File: src/rtl/fetch_seq8_pkg.sv
// Shared types and opcode constants for the fetch_seq8 instruction sequencer.
package fetch_seq8_pkg;

  typedef logic [7:0] word_t;

  typedef enum logic [2:0] {
    IDLE,
    REQ,
    HOLD,
    ISSUE,
    ISSUE2,
    HALTED
  } state_e;

  localparam logic [1:0] OP_NOP  = 2'b00;
  localparam logic [1:0] OP_JMP  = 2'b01;
  localparam logic [1:0] OP_SKIP = 2'b10;
  localparam logic [1:0] OP_HALT = 2'b11;

  function automatic logic [1:0] opcode(input word_t w);
    return w[7:6];
  endfunction

endpackage

File: src/rtl/fetch_seq8_if.sv
// ROM request/ack bus plus the instruction handoff to the consumer.
interface fetch_seq8_if;
  import fetch_seq8_pkg::*;

  logic  mem_req;
  word_t mem_addr;
  logic  mem_ack;
  word_t mem_rdata;
  logic  instr_valid;
  word_t instr;
  logic  instr_ready;

  modport master (
    output mem_req, mem_addr, instr_valid, instr,
    input  mem_ack, mem_rdata, instr_ready
  );

  modport slave (
    input  mem_req, mem_addr, instr_valid, instr,
    output mem_ack, mem_rdata, instr_ready
  );
endinterface

File: src/rtl/fetch_seq8_dec.sv
// Combinational opcode decoder: classifies instr[7:6] and forms the jump target.
module fetch_seq8_dec
  import fetch_seq8_pkg::*;
(
  input  word_t instr,
  output logic  is_jmp,
  output logic  is_skip,
  output logic  is_halt,
  output word_t jmp_tgt
);
  always_comb begin
    is_jmp  = (opcode(instr) == OP_JMP);
    is_skip = (opcode(instr) == OP_SKIP);
    is_halt = (opcode(instr) == OP_HALT);
    jmp_tgt = {2'b00, instr[5:0]};
  end
endmodule

File: src/rtl/fetch_seq8.sv
// fetch_seq8: fetch/issue sequencer driving prog_counter8 strobes and an instruction ROM.
// Define FETCH_SEQ8_TIMEOUT_EN to fault (err + halted) when mem_ack never arrives.
module fetch_seq8
  import fetch_seq8_pkg::*;
#(
  parameter int ACK_TIMEOUT = 15
) (
  input  logic  clk,
  input  logic  rst,
  input  logic  run,
  input  word_t pc_q,
  output logic  pc_en,
  output logic  pc_load,
  output word_t pc_load_val,
  output logic  pc_oe,
  output logic  halted,
  output logic  err,
  fetch_seq8_if.master bus
);
  if (ACK_TIMEOUT < 1 || ACK_TIMEOUT > 255) begin : g_bad_ack_timeout
    $error("fetch_seq8: ACK_TIMEOUT must be in 1..255");
  end

  state_e state_q, state_d;
  logic   mem_req_q, mem_req_d, pc_oe_q, pc_oe_d;
  logic   pc_en_q, pc_en_d, pc_load_q, pc_load_d;
  logic   instr_valid_q, instr_valid_d, halted_q, halted_d;
  logic   addr_live_q, addr_live_d;
  word_t  mem_addr_q, mem_addr_d, pc_load_val_q, pc_load_val_d, instr_q, instr_d;
  logic   go_req;

  logic   is_jmp, is_skip, is_halt;
  word_t  jmp_tgt;

  fetch_seq8_dec u_dec (
    .instr   (instr_q),
    .is_jmp  (is_jmp),
    .is_skip (is_skip),
    .is_halt (is_halt),
    .jmp_tgt (jmp_tgt)
  );

`ifdef FETCH_SEQ8_TIMEOUT_EN
  localparam logic [7:0] TMO_LAST = 8'(ACK_TIMEOUT - 1);
  logic [7:0] tmo_cnt_q, tmo_cnt_d;
  logic       err_q, err_d;
`endif

  always_comb begin
    state_d       = state_q;
    mem_req_d     = mem_req_q;
    pc_oe_d       = pc_oe_q;
    pc_en_d       = 1'b0;
    pc_load_d     = 1'b0;
    instr_valid_d = instr_valid_q;
    halted_d      = halted_q;
    addr_live_d   = 1'b0;
    mem_addr_d    = mem_addr_q;
    pc_load_val_d = pc_load_val_q;
    instr_d       = instr_q;
    go_req        = 1'b0;
`ifdef FETCH_SEQ8_TIMEOUT_EN
    tmo_cnt_d     = 8'd0;
    err_d         = err_q;
`endif
    unique case (state_q)
      IDLE: go_req = run;
      REQ: begin
        // The counter settles on the same edge that enters REQ, so the address
        // is passed through live for the first cycle and captured there.
        if (addr_live_q) mem_addr_d = pc_q;
        if (bus.mem_ack) begin
          state_d       = HOLD;
          instr_d       = bus.mem_rdata;
          instr_valid_d = 1'b1;
          mem_req_d     = 1'b0;
          pc_oe_d       = 1'b0;
        end
`ifdef FETCH_SEQ8_TIMEOUT_EN
        else if (tmo_cnt_q == TMO_LAST) begin
          state_d   = HALTED;
          mem_req_d = 1'b0;
          pc_oe_d   = 1'b0;
          err_d     = 1'b1;
          halted_d  = 1'b1;
        end else begin
          tmo_cnt_d = tmo_cnt_q + 8'd1;
        end
`endif
      end
      HOLD: if (bus.instr_ready) begin
        state_d       = ISSUE;
        instr_valid_d = 1'b0;
        pc_en_d       = !is_jmp && !is_halt;
        pc_load_d     = is_jmp;
        if (is_jmp) pc_load_val_d = jmp_tgt;
      end
      ISSUE: begin
        if (is_halt) begin
          state_d  = HALTED;
          halted_d = 1'b1;
        end else if (is_skip) begin
          state_d = ISSUE2;
          pc_en_d = 1'b1;
        end else begin
          state_d = IDLE;
          go_req  = run;
        end
      end
      ISSUE2: begin
        state_d = IDLE;
        go_req  = run;
      end
      HALTED: if (!run) begin
        state_d  = IDLE;
        halted_d = 1'b0;
      end
      default: state_d = IDLE;
    endcase
    if (go_req) begin
      state_d     = REQ;
      mem_req_d   = 1'b1;
      pc_oe_d     = 1'b1;
      addr_live_d = 1'b1;
    end
  end

  always_ff @(posedge clk) begin
    if (rst) begin
      state_q       <= IDLE;
      mem_req_q     <= 1'b0;
      pc_oe_q       <= 1'b0;
      pc_en_q       <= 1'b0;
      pc_load_q     <= 1'b0;
      instr_valid_q <= 1'b0;
      halted_q      <= 1'b0;
      addr_live_q   <= 1'b0;
      mem_addr_q    <= 8'h00;
      pc_load_val_q <= 8'h00;
      instr_q       <= 8'h00;
`ifdef FETCH_SEQ8_TIMEOUT_EN
      tmo_cnt_q     <= 8'd0;
      err_q         <= 1'b0;
`endif
    end else begin
      state_q       <= state_d;
      mem_req_q     <= mem_req_d;
      pc_oe_q       <= pc_oe_d;
      pc_en_q       <= pc_en_d;
      pc_load_q     <= pc_load_d;
      instr_valid_q <= instr_valid_d;
      halted_q      <= halted_d;
      addr_live_q   <= addr_live_d;
      mem_addr_q    <= mem_addr_d;
      pc_load_val_q <= pc_load_val_d;
      instr_q       <= instr_d;
`ifdef FETCH_SEQ8_TIMEOUT_EN
      tmo_cnt_q     <= tmo_cnt_d;
      err_q         <= err_d;
`endif
    end
  end

  assign pc_en           = pc_en_q;
  assign pc_load         = pc_load_q;
  assign pc_load_val     = pc_load_val_q;
  assign pc_oe           = pc_oe_q;
  assign halted          = halted_q;
  assign bus.mem_req     = mem_req_q;
  assign bus.mem_addr    = addr_live_q ? pc_q : mem_addr_q;
  assign bus.instr_valid = instr_valid_q;
  assign bus.instr       = instr_q;
`ifdef FETCH_SEQ8_TIMEOUT_EN
  assign err = err_q;
`else
  assign err = 1'b0;
`endif
endmodule
File: src/flat_wrapper.sv
// flat-port wrapper written by rule: the top's interface ports become plain ports
module fetch_seq8_flat import fetch_seq8_pkg::*;
#(
  parameter int ACK_TIMEOUT = 15
)
  (clk, rst, run, pc_q, pc_en, pc_load, pc_load_val, pc_oe, halted, err, bus_mem_req, bus_mem_addr, bus_instr_valid, bus_instr, bus_mem_ack, bus_mem_rdata, bus_instr_ready);
  fetch_seq8_if bus_i ();
  input  logic clk;
  input  logic rst;
  input  logic run;
  input  word_t pc_q;
  output logic pc_en;
  output logic pc_load;
  output word_t pc_load_val;
  output logic pc_oe;
  output logic halted;
  output logic err;
  output wire logic [$bits(bus_i.mem_req)-1:0] bus_mem_req;
  output wire logic [$bits(bus_i.mem_addr)-1:0] bus_mem_addr;
  output wire logic [$bits(bus_i.instr_valid)-1:0] bus_instr_valid;
  output wire logic [$bits(bus_i.instr)-1:0] bus_instr;
  input wire logic [$bits(bus_i.mem_ack)-1:0] bus_mem_ack;
  input wire logic [$bits(bus_i.mem_rdata)-1:0] bus_mem_rdata;
  input wire logic [$bits(bus_i.instr_ready)-1:0] bus_instr_ready;
  assign bus_mem_req = bus_i.mem_req;
  assign bus_mem_addr = bus_i.mem_addr;
  assign bus_instr_valid = bus_i.instr_valid;
  assign bus_instr = bus_i.instr;
  assign bus_i.mem_ack = bus_mem_ack;
  assign bus_i.mem_rdata = bus_mem_rdata;
  assign bus_i.instr_ready = bus_instr_ready;
  fetch_seq8 #(.ACK_TIMEOUT(ACK_TIMEOUT)) u_core (.clk(clk), .rst(rst), .run(run), .pc_q(pc_q), .pc_en(pc_en), .pc_load(pc_load), .pc_load_val(pc_load_val), .pc_oe(pc_oe), .halted(halted), .err(err), .bus(bus_i));
endmodule
File: config.mk
export PLATFORM = sky130hd
export DESIGN_NAME = fetch_seq8_flat
export DESIGN_NICKNAME = d
export VERILOG_FILES = /design/src/rtl/fetch_seq8_pkg.sv /design/src/rtl/fetch_seq8_if.sv /design/src/rtl/fetch_seq8_dec.sv /design/src/rtl/fetch_seq8.sv /design/src/flat_wrapper.sv
export SDC_FILE = /design/constraint.sdc
export NUM_CORES = 1
export LEC_CHECK = 0
export ABC_AREA = 1
export CAP_MARGIN = 40
export CELL_PAD_IN_SITES_DETAIL_PLACEMENT = 1
export CELL_PAD_IN_SITES_GLOBAL_PLACEMENT = 2
export CORE_MARGIN = 8
export CORE_UTILIZATION = 25
export CTS_BUF_LIST = sky130_fd_sc_hd__clkbuf_2 sky130_fd_sc_hd__clkbuf_4 sky130_fd_sc_hd__clkbuf_8
export CTS_CLUSTER_SIZE = 12
export DETAILED_ROUTE_END_ITERATION = 16
export PLACE_DENSITY_LB_ADDON = 0.1
export SYNTH_ARGS = -nofsm -noshare
export SYNTH_HDL_FRONTEND = slang
export SYNTH_HIERARCHICAL = 1
export SYNTH_SLANG_ARGS = --single-unit
File: constraint.sdc
create_clock -name clk -period 1.85 [get_ports clk]
set_clock_uncertainty 0.2 [all_clocks]
set_input_delay 0.555 -clock clk [delete_from_list [all_inputs] [get_ports clk]]
set_output_delay 0.555 -clock clk [all_outputs]
set_load 0.05 [all_outputs]
==> results.toml <==
[run]
max_cap_viol_count = 0

[floorplan]
initial_core_util_pct = 25.60
ios = 52
fp.dieW_um = 93.40
core_area_um2 = 5851
rows = 28
die_h_um = 93.40
dieArea_um2 = 8724

[global_route]
grt_pass1_vias = 1524
antenna_found_initial = 0
grt_max_degree = 20
grt_usage_pct = 11.01
grt_pass1_wl_um = 7507
grt-ovfl-total = 0

[critical_path]
critPathCaptureType = "output port"
worstPathRequired_ns = 1.09
critPathMaxFanout = 16
critPathLaunch = "u_core/addr_live_q"
critPathArrivalTime_ns = 1.13
start_kind = "register"
crit_type = "reg -> out"
reg2reg_from = "u_core/state_q[0]"

[power_and_ir_drop]
leakage_nw = 1.135
ir_drop_v = 0.0004227
p_per_area_nw_per_um2 = 964.7

[clock_network]
cts_tree = "yes"
cts_sinks = 33
h-tree-depth = 2
cts-root-buf = "clkbuf_8"
cts_made_buffers = 5
path_clk_slew_ns = 0.07
clk_path_buf_depth = 2
clk_latency_ns = 0.28

[sta]
hold_slack_ns = 0.2708
setup_tns_ns = -0.2529
fmax_ghz = 0.5292
setup_viol = 8
hold_viol = 0
rsz0062_at_grt = "true"
period_share_pct = 102.1
setup_slack_ns = -0.03954
maxSlewViolCount = 0
min_period_ns = 1.890

[worst_hold_path]
min_from = "u_core/mem_addr_q[3]"
hold_path_class = "reg -> reg"

[cells_and_area]
fillers = 695
regArea_um2 = 661.9
drive_gt1_share_pct = 29.73
final_core_utilization_pct = 43.76
syn_to_final_growth_pct = 70.93
multi_input_area_um2 = 694.4
nNetsFinal = 280
antenna_cells = 0

[route]
drtIter0Drc = 57
drcViolationCount = 0
via_count = 1429
postRouteAntennaNets = 0
viasPerCell = 4.278
postRouteWirelength_um = 4463
first_pass_iters = 4
wl_per_cell_um = 13.36

[placement]
io_buffers = 50
gp_congestion = 0.7200
dp_hpwl_um = 3387

[synth]
ys_ff_latch = 33
synth_commonest_cells = "39 x nor2_1, 33 x dfxtp_1, 29 x o21ai_0"
syn_inst = 201
synthArstFlopShare_pct = 0
syn_avg_cell_area_um2 = 7.451
synth-seq-area-share_pct = 44.11
synthDistinctLibCells = 24
synth_flop_cell = "dfxtp_1"
synth_edf_count = 0
yosysTopAreaCellShare_pct = 44.11
ys.warnings.count = 6
synth.largest_area_cell = "dfxtp_1"
yosysMostFrequentCell = "nor2_1"
yosys-top-cells-area = "dfxtp_1 44%, nor2_1 9.8%, o21ai_0 9.7%"
syn_area_um2 = 1498

[run_status]
failed_checks = "setup timing"
status = "complete, but fails checks"
[metal layers]
layer / track usage (%) / vias up / wire length [um]
met2: 17.51 / 35 / 2018
met1: 12.57 / 651 / 2019
met4: 4.027 / 0 / 62
met3: 5.128 / 5 / 363
li1: - / 738 / -
met5: 0 / - / 0
[power breakdown]
| group | switching, W | leakage, nW | internal (W) |
|---|---|---|---|
| clock network | 0.000255 | 0.0477 | 0.000310 |
| logic | 0.000587 | 0.818 | 0.000465 |
| registers | 0.0000645 | 0.270 | 0.000789 |
| total | 0.000906 | 1.14 | 0.00156 |
[sequential cells by signal, summed over array words and instances (netlist names)]
signal / cells
u_core/addr_live_q: 1
u_core/bus.instr: 8
u_core/bus.instr_valid: 1
u_core/halted: 1
u_core/mem_addr_q: 8
u_core/pc_en: 1
u_core/pc_load: 1
u_core/pc_load_val: 8
u_core/pc_oe: 1
u_core/state_q: 3
[what timing repair did]
item                       CTS  global route
resized for setup           17             2
buffers inserted             3             0
pin swaps                    7             0
hold buffers                 0             0
setup endpoints to repair    8             8
gates cloned                 0             0
[worst paths after layout]
| check | cells after the start | slack [ns] | to |
|---|---|---|---|
| max | 3 | -0.04 | bus_mem_addr[5] |
| min | 2 | 0.27 | u_core/mem_addr_q[3] |
| max reg2reg | 7 | 0.29 | u_core/bus.instr[2] |
| min reg2reg | 2 | 0.27 | u_core/mem_addr_q[3] |
[cell families (layout without fill, tap and decap cells)]
kind of cell    after synthesis  in the layout  synth area share, %
compound gates               48             48                16.29
buf+inv                      38             95                12.78
flops                        33             33                44.11
other cells                   2              3               0.5014
simple gates                 80             80                26.32
[final cells by class]
class                   instances  area share (%)
repair buffers                 65           36.27
multi-input cells             131           27.13
flip-flops and latches         33           25.86
well taps                      75           3.666
inverters                      23           3.568
clock buffers                   7           3.519
[critical path: stages, from the launching register on]
cell     delay [ns]
dfxtp_2        0.33
buf_12         0.15
o21ai_2        0.20
buf_12         0.16
[cell usage in the layout (no fill, tap or decap)]
cell type / netlist / final
nand2_4: 2 / 2
dfxtp_1: 33 / 32
nand3_1: 6 / 6
clkdlybuf4s50_1: 0 / 12
o21ai_4: 0 / 2
o21ai_2: 0 / 6
dlygate4sd2_1: 0 / 8
dfxtp_2: 0 / 1
conb_1: 2 / 3
nand4_1: 2 / 2
nor2_2: 2 / 2
inv_2: 3 / 3
inv_1: 18 / 18
o21ai_1: 4 / 4
nand3_2: 1 / 1
nor2_1: 39 / 39
nand2_1: 19 / 19
a21oi_1: 14 / 14
buf_12: 0 / 32
inv_4: 2 / 2
buf_4: 11 / 13
nand2_2: 1 / 1
a21oi_2: 1 / 1
clkbuf_8: 0 / 6
clkbuf_4: 0 / 1
o21ai_0: 29 / 21
nor3_1: 4 / 4
nor2_4: 2 / 2
nor2_8: 2 / 2
[per-stage QoR]
step	total power, W	worst slack [ns]	instance area [um^2]	cells
3_5_place_dp	0.001888	-0.3115	2411	324
2_1_floorplan	0.001418	-0.1625	1501	202
4_1_cts	0.002505	-0.04787	2545	334
3_3_place_gp	0.001882	-0.3103	2411	324
6_report	0.002470	-0.03954	2560	334
5_1_grt	0.002619	-0.1017	2560	334
No activity file was read; power rests on OpenSTA's default activity.
